==> config.mk <==
export PLATFORM = sky130hd
export DESIGN_NAME = puneh_mem_arbiter
export DESIGN_NICKNAME = d
export VERILOG_FILES = /design/src/rtl/puneh_mem_arbiter.sv
export SDC_FILE = /design/constraint.sdc
export NUM_CORES = 1
export LEC_CHECK = 0
export ABC_CLOCK_PERIOD_IN_PS = 2200
export CAP_MARGIN = 20
export CORE_UTILIZATION = 37
export DETAILED_ROUTE_END_ITERATION = 10
export PLACE_DENSITY = 0.78
export SLEW_MARGIN = 20
export SYNTH_ARGS = -nofsm -noshare
export SYNTH_HDL_FRONTEND = slang
export SYNTH_SLANG_ARGS = --single-unit
==> constraint.sdc <==
create_clock -name clk -period 2.2 [get_ports clk]
set_input_delay 0.44 -clock clk [delete_from_list [all_inputs] [get_ports clk]]
set_output_delay 0.44 -clock clk [all_outputs]
set_load 0.02 [all_outputs]
==> src/rtl/puneh_mem_arbiter.sv <==
// Single-port data memory arbiter for the Puneh CPU and a DMA/IO requester.
// Every access is a fixed WAIT_CYC+1 cycle window over latched request registers.
// One IDLE cycle always separates accesses; arbitration happens only in that cycle.
module puneh_mem_arbiter #(
  parameter int unsigned WAIT_CYC = 2,
  parameter int unsigned DMA_MAX  = 4
) (
  input  logic        clk,
  input  logic        rst,
  input  logic        cpu_read,
  input  logic        cpu_write,
  input  logic [15:0] cpu_addr,
  input  logic [15:0] cpu_wdata,
  output logic [15:0] cpu_rdata,
  output logic        cpu_stall,
  input  logic        dma_req,
  input  logic        dma_we,
  input  logic [15:0] dma_addr,
  input  logic [15:0] dma_wdata,
  output logic [15:0] dma_rdata,
  output logic        dma_done,
  output logic        mem_read,
  output logic        mem_write,
  output logic [15:0] mem_addr,
  output logic [15:0] mem_wdata,
  input  logic [15:0] mem_rdata
);

  typedef enum logic [1:0] {
    StIdle   = 2'd0,
    StCpuAcc = 2'd1,
    StDmaAcc = 2'd2
  } state_e;

  localparam logic [2:0] CntLast = 3'(WAIT_CYC);
  localparam logic [3:0] RunMax  = 4'(DMA_MAX);

  state_e      state_q, state_d;
  logic [2:0]  cnt_q, cnt_d;
  logic [3:0]  dma_run_q, dma_run_d;
  logic        last_dma_q, last_dma_d;
  logic [15:0] addr_q, addr_d;
  logic [15:0] wdata_q, wdata_d;
  logic        we_q, we_d;

  logic cpu_req;
  logic acc_last;
  logic cpu_fin;
  logic dma_fin;
  logic grant_cpu;
  logic grant_dma;
  logic acc;

  assign cpu_req  = cpu_read | cpu_write;
  assign acc_last = (cnt_q == CntLast);
  assign cpu_fin  = (state_q == StCpuAcc) & acc_last;
  assign dma_fin  = (state_q == StDmaAcc) & acc_last;

  // Round-robin grant in IDLE; CPU forced once DMA has used up its burst allowance
  always_comb begin
    grant_cpu = 1'b0;
    grant_dma = 1'b0;
    if (state_q == StIdle) begin
      if (cpu_req && dma_req) begin
        if (last_dma_q || (dma_run_q == RunMax)) begin
          grant_cpu = 1'b1;
        end else begin
          grant_dma = 1'b1;
        end
      end else begin
        grant_cpu = cpu_req;
        grant_dma = dma_req;
      end
    end
  end

  // FSM next state and access-cycle counter
  always_comb begin
    state_d = state_q;
    cnt_d   = cnt_q;
    case (state_q)
      StIdle: begin
        cnt_d = '0;
        if (grant_cpu) begin
          state_d = StCpuAcc;
        end else if (grant_dma) begin
          state_d = StDmaAcc;
        end
      end
      StCpuAcc, StDmaAcc: begin
        if (acc_last) begin
          state_d = StIdle;
          cnt_d   = '0;
        end else begin
          cnt_d = cnt_q + 3'd1;
        end
      end
      default: begin
        state_d = StIdle;
        cnt_d   = '0;
      end
    endcase
  end

  // Request latching on grant, fairness bookkeeping on completion
  always_comb begin
    addr_d  = addr_q;
    wdata_d = wdata_q;
    we_d    = we_q;
    if (grant_cpu) begin
      addr_d  = cpu_addr;
      wdata_d = cpu_wdata;
      we_d    = cpu_write;  // read+write together counts as a write
    end else if (grant_dma) begin
      addr_d  = dma_addr;
      wdata_d = dma_wdata;
      we_d    = dma_we;
    end

    last_dma_d = last_dma_q;
    if (cpu_fin) begin
      last_dma_d = 1'b0;
    end else if (dma_fin) begin
      last_dma_d = 1'b1;
    end

    dma_run_d = dma_run_q;
    if (!cpu_req || cpu_fin) begin
      dma_run_d = '0;
    end else if (dma_fin && (dma_run_q < RunMax)) begin
      dma_run_d = dma_run_q + 4'd1;
    end
  end

  // State register
  always_ff @(posedge clk or posedge rst) begin
    if (rst) begin
      state_q    <= StIdle;
      cnt_q      <= '0;
      dma_run_q  <= '0;
      last_dma_q <= 1'b0;
      addr_q     <= '0;
      wdata_q    <= '0;
      we_q       <= 1'b0;
    end else begin
      state_q    <= state_d;
      cnt_q      <= cnt_d;
      dma_run_q  <= dma_run_d;
      last_dma_q <= last_dma_d;
      addr_q     <= addr_d;
      wdata_q    <= wdata_d;
      we_q       <= we_d;
    end
  end

  // Outputs: strobes and bus held for the whole access window, data steered to owner
  always_comb begin
    acc       = (state_q != StIdle);
    mem_read  = acc & ~we_q;
    mem_write = acc & we_q;
    mem_addr  = acc ? addr_q : 16'h0000;
    mem_wdata = acc ? wdata_q : 16'h0000;
    cpu_stall = cpu_req & ~cpu_fin;
    cpu_rdata = (state_q == StCpuAcc) ? mem_rdata : 16'h0000;
    dma_done  = dma_fin;
    dma_rdata = dma_fin ? mem_rdata : 16'h0000;
  end

endmodule
After elaboration in Yosys (flattened, before gate mapping)
Cells that the tools add are included.
- latch bits: 0
- ROM bits: 0
- input bits: 86
- memory bits (writable): 0
- register bits: 43
- memories: 0
- bitwise logic cells: 8
- multipliers: 0
- order comparisons: 1
- divide/modulo/power cells: 0
- equal/unequal tests: 6
- reduce and logical (&&, ||, !) cells: 12
- add/sub/neg operators: 2
- mux-type cells: 26
- shift operators: 0
- operator list (kind ; number):
    two-way mux 16 bit ; 8
    two-way mux 1 bit ; 10
    two-way mux 4 bit ; 2
    nonzero test 2 bit ; 4
    two-way mux 2 bit ; 3
    two-way mux 3 bit ; 2
    bitwise AND 1 bit ; 5
    adder 4 x 1 -> 4 bit (second input constant) ; 1
    == test 4 x 3 -> 1 bit (second input constant) ; 1
    less-than comparator 4 x 3 -> 1 bit (second input constant) ; 1
    one-hot mux 2 bit (2 select lines) ; 1
    adder 3 x 1 -> 3 bit (second input constant) ; 1
    == test 3 x 2 -> 1 bit (second input constant) ; 1
    inequality test 3 bit (second input constant) ; 1
    == test 2 x 1 -> 1 bit (second input constant) ; 1
    == test 2 bit (second input constant) ; 1
    logical AND 1 bit ; 2
    logical NOT 2 bit ; 1
    logical OR 1 bit ; 2
    inequality test 2 bit (second input constant) ; 1
    NOT 1 bit ; 2
    AND reduction 2 bit ; 1
    OR reduction 2 bit ; 1
    logical NOT 1 bit ; 1
    bitwise OR 1 bit ; 1

Logic depth before layout (Yosys ltp)
Gate-level depths: netlist of the first run.
- depth in word-level cells: 8
- depth in mapped cells: 7
- gate-level depth less buffers: 7

Worst setup path after synthesis of the first run
OpenSTA, ideal clock, no wires.
- path type: reg2out
- from: register state_q[0]
- to: output dma_rdata[10]
- stages on the path, launching flop included: 7
- slack: 314 ps
- data arrival time: 1446 ps
- path through: dfrtp_1 -> inv_1 -> ha_1 -> nor4bb_1 -> clkbuf_1 -> buf_6 -> and2_1
- word-level cells in the longest chain between the ends: 3
- ends and longest elaborated chain (what ; RTL line ; text):
    start, declared ; 38 ; state_e state_q, state_d;
    start signal, assigned ; 138 ; state_q <= StIdle;
    start signal, assigned ; 146 ; state_q <= state_d;
    == test 2 bit ; 57 ; assign dma_fin = (state_q == StDmaAcc) & acc_last;
    bitwise AND 1 bit ; 57 ;
    via dma_done ; 21 ; output logic dma_done,
    two-way mux 16 bit ; 166 ; dma_rdata = dma_fin ? mem_rdata : 16'h0000;
    end, declared ; 20 ; output logic [15:0] dma_rdata,
The timed path passes the listed nets, and every way through them passes these cells.

Worst setup path in the final report of the first run
- from: register state_q[0]
- to: output dma_rdata[7]
- word-level cells in the longest chain between the ends: 3
- ends and longest elaborated chain (what ; RTL line):
    == test 2 bit ; 57
    bitwise AND 1 bit ; 57
    two-way mux 16 bit ; 166
No other way between the ends.

==> results of run 1 <==
==> power by group <==
part / internal, mW / leakage (nW) / total (mW) / switching [mW]
clock network: 0.246 / 0.0470 / 0.491 / 0.245
registers: 1.15 / 0.537 / 1.34 / 0.190
logic: 1.18 / 1.32 / 2.75 / 1.57
total: 2.58 / 1.90 / 4.58 / 2.01
==> placed cells by master (no fill, tap or decap), types with 15 or more instances in the layout <==
cell type | netlist | final
nand2_1 | 39 | 38
buf_4 | 8 | 15
clkdlybuf4s50_1 | 0 | 85
dlygate4sd2_1 | 0 | 18
o21ai_1 | 29 | 29
clkbuf_2 | 1 | 30
o22ai_1 | 32 | 32
dfrtp_1 | 43 | 43
and2_1 | 33 | 26
nor2b_1 | 33 | 33
==> area by class of cell <==
cell class	count	area, um2	area share [%]
clock inverters	1	5.00	0.123
flip-flops and latches	43	1080	26.4
clock buffers	6	82.6	2.02
well taps	77	96.3	2.36
repair buffers	174	1520	37.3
inverters	8	30.0	0.736
multi-input cells	206	1270	31.1
==> timing repair <==
item | 4_1_cts | 5_1_grt
endpoints found under the hold margin | 0 | 0
setup endpoints to repair | 68 | 43
cloned | 2 | 0
buffers inserted | 4 | 0
resized for setup | 121 | 89
pin swaps | 0 | 4
==> metal layers <==
metal | global-route usage, % | share of wire [%]
met1 | 24.2 | 44
met4 | 5.55 | 1.3
met3 | 5.34 | 6.0
met5 | 0 | 0
met2 | 36.5 | 49
==> flip-flops by register name (all words and copies together) (netlist names) <==
register and count:
we_q 1, last_dma_q 1, addr_q 16, state_q 2
wdata_q 16, dma_run_q 4, cnt_q 3
==> worst max-delay path, delay by kind of cell, from the launching register on <==
kind          cells  cell delay, ns
buf+inv           4            0.52
simple gates      2            0.41
fa+ha+maj         1            0.12
flops             1            0.39
==> how the worst min path moves through the flow <==
stage | end | slack, ns | cells past startpoint
floorplan | addr_q[6]$_DFFE_PP0P_ | 0.44 | 2
global placement | addr_q[8]$_DFFE_PP0P_ | 0.45 | 2
detailed placement | wdata_q[7]$_DFFE_PP0P_ | 0.47 | 2
CTS | wdata_q[9]$_DFFE_PP0P_ | 0.47 | 2
global route | addr_q[9]$_DFFE_PP0P_ | 0.51 | 2
finish | wdata_q[11]$_DFFE_PP0P_ | 0.47 | 2
==> kinds of logic after synthesis <==
logic type | synth area share (%)
xor+xnor | 0.712
buf+inv | 6.76
simple gates | 27.6
fa+ha+maj | 2.54
compound gates | 18.6
flops | 43.7
==> stage by stage <==
stage	area, um2	total power [mW]	setup WS, ns	setup TNS (ns)
CTS	4140	4.68	-0.0461	-0.0461
finish	4080	4.58	0.0474	0
floorplan	2460	3.17	0.314	0
global placement	4120	4.35	-0.0485	-0.0485
global route	4080	4.98	-0.0422	-0.471
detailed placement	4120	4.42	-0.0654	-0.103
==> results.md, run 1 <==
- The count of non-filler cells in the finished layout is 515.
- Measured along the x axis, the die boundary spans 83.6 um.
- TritonCTS built the clock tree.
- Traced cell by cell, the critical path runs through inv_2, ha_4, nor4bb_4, buf_4, buf_4, and2_4, buf_6.
- The cell type with the highest aggregate area in the netlist is dfrtp_1.
- Of all flip-flops after synthesis, the portion carrying an async set or reset was 100%.
- The number of fillers in the final layout is 573.
- In this run the standard cell core region covers 6390 um2.
- The largest incremental delay on the critical path is 0.39 ns.
- The number of hold buffers added after CTS was 0.
- STA classifies the critical path endpoint as an output pin.
- The synthesis-to-layout area growth is 65.7%.
- For the pin with the worst max-slew slack, the measured transition is 0.429 ns.
- Entering global routing, the biggest net connects 39 pins.
- The worst setup skew after layout is 0.00489 ns.
- The total of warnings raised by yosys is 0.
- Ranked by instance count, the synthesized netlist is headed by dfrtp_1, nand2_1, and2_1, nor2b_1, o22ai_1.
- The initial core utilization is 38.6%.
- The count of final setup violators is 0.
- The overall fraction of global-route tracks in use is 20.5%.
- The root buffer cell is clkbuf_8.
- The worst hold-check slack is 0.474 ns.
- The depth of the worst register-to-register path is 9.
- The routed wire length is 6870 um.
- In the post-synthesis netlist, the biggest area contributors are dfrtp_1, and2_1, nor2b_1.
- The worst setup path endpoint is dma_rdata[7].
- STA classifies the critical path startpoint as a flop.
- The total overflow left after global routing is 0.
- The clock passes through at most 2 buffers.
- The most used flip-flop cell after synthesis is dfrtp_1.
- The count of final max-slew check failures is 0.
- The arrival time at the worst endpoint is 1.71 ns.
- The endpoint of the worst register-to-register path is dma_run_q[0]$_DFFE_PP0P_.
- The cell that appears most often on the critical path is buf_4.
- The number of nets produced by synthesis is 368.
- Once detail routing completed, the nets flagged for antenna violations numbered 0.
- The final number of hold-violating endpoints came to 0.
- The path class of the tightest hold or removal check is input pin to async pin.
- Setup repair after global routing could not meet its margin everywhere.
- The number of global-route vias before repair is 2555.
- The pre-antenna-repair detailed-routing pass consisted of 4 iterations.
- The power per cell area is 1120 nW/um2.
- The detail-routed via count per cell is 4.80.
- The top cell type by area accounts for 43.7% of the synthesized area.
- The highest ir drop seen on vdd is 581 uV.
- In this run the worst setup path begins at state_q[0]$_DFFE_PP0P_.
- The total leakage power is 1.90 nW.
- The final core area utilization is 63.9%.
- The mean cell area of the mapped netlist is 8.89 um2.
- The initial antenna violation count was 0.
- Yosys mapped the design onto 34 distinct sky130hd cell types.
- The count of flip-flops with a built-in enable after synthesis is 0.
- The total instance count after detailed placement is 503.
- The number of max-cap violations is 0.
- The reg2reg setup slack is 0.33 ns.
- The flow ran to the end, and the final reports show no timing, DRC or antenna violations.
- The slowest stage of the critical path is the dfrtp_1 cell.
- The launch instance of the worst register-to-register path is state_q[0]$_DFFE_PP0P_.
- The biggest fanout along the worst timing path is 4.
- Dividing the final minimum period by the clock period gives 97.8%.
- The die is 83.6 um tall.
- The final weighted congestion in routability-driven placement is 0.680.
- The post-route netlist has 21.2% of its cells at a drive strength greater than 1.
- The tightest slew margin relative to the limit is 71.3%.
- After clock tree synthesis, the clock-pin slew on the worst setup and hold paths is 0.07 ns.
- The die covers 6990 um2.
- The H-tree was split into 2 levels.
- The worst path in the final design needs a cycle of 2.15 ns, including I/O delays and setup.
- The synthesis-stage register bit count is 43.
- The number of nets in the final layout is 529.
- The summed instance area of the synthesized netlist is 2460 um2.
- Summing the sequential cell areas from Yosys gives 43.7% of the chip area.
- The highest achievable clock rate is 0.465 GHz.
- The startpoint-to-endpoint class of the critical path is flop to output pin.
- In the final routed layout, each cell accounts on average for 13.3 um.
- Across all layers, the routed design uses 2471 vias.
- The quantity of I/O buffers inserted on ports is 153.
- During I/O placement, the number of pins put on the boundary was 154.
- The DRC violation total after the first TritonRoute iteration is 89.
- The antenna diode count is 0.
- Buffers inserted during clock tree synthesis total 5.
- The global-route wire length before repair is 11600 um.
- The most instantiated library cell after synthesis is dfrtp_1.
- The wire-length estimate of the detail-placed layout is 5250 um.
- The initialized floorplan defines 29 standard-cell rows.
- Counting every instance in the synthesized netlist gives 277.
- At the worst endpoint, the required time is 1.76 ns.
- The TritonCTS sink count is 43.
- For the worst-skew pair, the clock arrives at the later sink with an insertion delay of 0.29 ns.
- For this run, design rule violations remaining after detail routing come to 0.
No activity file was read; power rests on OpenSTA's default activity.
==> run 2: changes to the inputs <==
--- a/config.mk
+++ b/config.mk
@@ -9,7 +9,9 @@
 export CAP_MARGIN = 20
 export CORE_UTILIZATION = 37
 export DETAILED_ROUTE_END_ITERATION = 10
+export GPL_TIMING_DRIVEN = 0
 export PLACE_DENSITY = 0.78
+export SETUP_SLACK_MARGIN = 0.1
 export SLEW_MARGIN = 20
 export SYNTH_ARGS = -nofsm -noshare
 export SYNTH_HDL_FRONTEND = slang
==> results.md, run 2 (synthesis results as in run 1) <==
- The die is 83.6 um tall.
- The TritonCTS clock tree is yes.
- After detailed routing, the average wire length per cell comes to 14.6 um.
- The via total after detailed routing is 2581.
- Once detailed placement completed, the half-perimeter wirelength came to 5730 um.
- Global routing consumed, on the met2 layer, 39.5% of the routing resources.
- Entering global routing, the biggest net connects 31 pins.
- The run finished with clean final reports.
- The transition time at the pin with the least slew margin is 0.471 ns.
- The floorplan step defined a core boundary enclosing 6390 um2.
- The classification of the worst-slack hold path is input pin to async pin.
- IR analysis of the VDD net gives a maximum drop of 692 uV.
- In the global route stage, overall resource usage came out at 22.4%.
- Among the stages of the critical path, the cell type that occurs most often is buf_6.
- The smallest setup slack after layout is 0.0418 ns.
- Setup repair after global routing could not meet its margin everywhere.
- The first detailed-routing pass ran for 4 iterations.
- The final design area excluding fillers is 4320 um2.
- The final core area utilization is 67.6%.
- The worst-skew pair later-pin latency is 0.29 ns.
- From synthesis to final layout, the design area changed by 75.3%.
- The DRC violation count after routing is 0.
- The critical path is of the flop to output pin type.
- The die outline width is 83.6 um.
- The H-tree was split into 2 levels.
- In the final design database the tool counted 535 nets.
- For met3 alone, demand over resource in global routing was 4.45%.
- Once placement finished, the instance area stood at 4110 um2.
- Dividing total power by cell area gives a power density of 1190 nW/um2.
- The count of final setup violators is 0.
- The final weighted congestion in routability-driven placement is 0.750.
- The tightest slew margin relative to the limit is 68.6%.
- The clock transition at the registers of the reported paths is 0.09 ns.
- The worst setup path is captured at an output pin.
- The commonest non-fill, non-tap cell in the layout is clkdlybuf4s50_1.
- The largest incremental delay on the critical path is 0.41 ns.
- The arrival time at the worst endpoint is 1.72 ns.
- Counting the buffers created by CTS gives 5.
- The initial core utilization is 38.6%.
- The number of antenna-violating nets in the routed design is 0.
- Along the worst path, the maximum fanout reaches 5.
- The global routing usage on met1 is 28.0%.
- After detailed routing, the total wire length is 7610 um.
- The setup slack at placement is -0.519 ns.
- In the layout the commonest cells are clkdlybuf4s50_1, dfrtp_1, nand2_1.
- For this design, the CTS-stage hold fixing added 0 buffers.
- The final number of hold-violating endpoints was 0.
- The initial antenna violation count is 0.
- The routed design could run at a clock period as short as 2.16 ns.
- The critical path startpoint category is a flop.
- The number of max-cap violations is 0.
- Dividing the final minimum period by the clock period gives 98.1%.
- The master of the slowest instance on the critical path is dfrtp_1.
- The DRC violation total after the first TritonRoute iteration is 123.
- The maximum number of buffers from clock root to sink is 2.
- The number of global-route vias before repair was 2644.
- The total leakage power is 1.94 nW.
- The data required time at the worst endpoint is 1.76 ns.
- The count of final max-slew check failures is 0.
- Timing would allow up to 0.463 GHz.
- For this run the aggregate overflow at the end of global routing stands at 0.
- The signal on the critical path passes through inv_2, ha_4, nor4bb_4, clkbuf_8, buf_6, and2_4, buf_6.
- The quantity of I/O buffers inserted on ports is 153.
- The fraction of final layout cells with drive strength greater than 1 is 27.9%.
- In the final layout, the registers with the most flip-flops are addr_q (16), wdata_q (16), dma_run_q (4).
- After floorplanning, the core was divided into 29 placement rows.
- The number of antenna diodes in the final layout is 0.
- The global routing stage identified its most utilized layer as met2.
- 154 I/O pins were placed.
- The die covers 6990 um2.
- Overall power consumption after layout is estimated at 5.12 mW.
- The global-route wire length before repair is 12700 um.
- The worst setup skew after layout is 0.0101 ns.
- The root buffer cell chosen for the clock tree is clkbuf_8.
- Using the TritonRoute via totals, the vias-per-cell ratio works out to 4.94.
- The TritonCTS sink count is 43.
## run 2: cell count changes in the layout (fill, tap and decap cells not counted), moves of 3 or more
cell	delta
buf_4	+4
and2_1	-8
clkdlybuf4s15_2	+11
and2_4	+8
buf_6	+12
clkdlybuf4s15_1	-4
clkbuf_2	-15
dlygate4sd2_1	-12
buf_2	+4
clkbuf_8	+3
## run 2: layer usage
| layer | wire [um] | vias up |
|---|---|---|
| met2 | 3930 | 82 |
| met5 | 0 | - |
| met1 | 3190 | 1217 |
| li1 | - | 1271 |
| met4 | 91 | 0 |
| met3 | 397 | 11 |
## run 2: path summary, 6_finish.rpt
path,cells after the start,slack (ns),endpoint,from
worst max register to register,7,0.51,wdata_q[9]$_DFFE_PP0P_,dma_run_q[0]$_DFFE_PP0P_
min in group clk,2,0.48,wdata_q[2]$_DFFE_PP0P_,wdata_q[2]$_DFFE_PP0P_
worst max-delay path,7,0.04,dma_rdata[10],state_q[0]$_DFFE_PP0P_
worst min register to register,2,0.48,wdata_q[2]$_DFFE_PP0P_,wdata_q[2]$_DFFE_PP0P_
worst min-delay path,2,0.42,addr_q[0]$_DFFE_PP0P_,rst
max in group asynchronous,3,1.31,cnt_q[0]$_DFF_PP0_,rst
## run 2: repair_timing
item | 4_1_cts | 5_1_grt
cloned | 1 | 0
setup buffers | 2 | 3
endpoints found under the setup margin | 68 | 50
pin swaps | 0 | 16
resized for setup | 256 | 56
## run 2: report_power, final
part           internal [mW]  switching, mW  total (mW)
Combinational           1.37           1.69        3.06
Clock                  0.454          0.264       0.718
Sequential              1.15          0.193        1.34
Total                   2.97           2.15        5.12
## run 2: layout make-up
type	count	area (um2)
sequential	43	1080
timing repair buffer	160	1480
multi-input combinational	206	1320
tap	77	96.3
clock buffer	6	72.6
fill	530	2070
clock inverter	2	60.1
inverter	8	30.0
buffer	20	184
## run 2: critical path, delay by kind of cell (launching register included)
| family | cells | cell delay (ns) |
|---|---|---|
| buffers and inverters | 4 | 0.55 |
| DFF | 1 | 0.41 |
| and+or+nand+nor | 2 | 0.33 |
| adders and majority gates | 1 | 0.13 |
## run 2: through the flow
| stage | TNS (ns) | cells | hold slack [ns] |
|---|---|---|---|
| finish | 0 | 522 | 0.420 |
| global route | -0.663 | 522 | 0.440 |
| CTS | 0 | 519 | 0.424 |
| detailed placement | -16.30 | 508 | 0.467 |
| global placement | -22.14 | 507 | 0.458 |
| floorplan | 0 | 277 | 0.442 |
==> run 3: changes to the inputs <==
--- a/config.mk
+++ b/config.mk
@@ -12,7 +12,7 @@
 export GPL_TIMING_DRIVEN = 0
 export PLACE_DENSITY = 0.78
 export SETUP_SLACK_MARGIN = 0.1
-export SLEW_MARGIN = 20
+export SLEW_MARGIN = 30
 export SYNTH_ARGS = -nofsm -noshare
 export SYNTH_HDL_FRONTEND = slang
 export SYNTH_SLANG_ARGS = --single-unit
==> results of run 3 <==
Same layout as run 2: the final DEF is identical, and so are final timing and power.
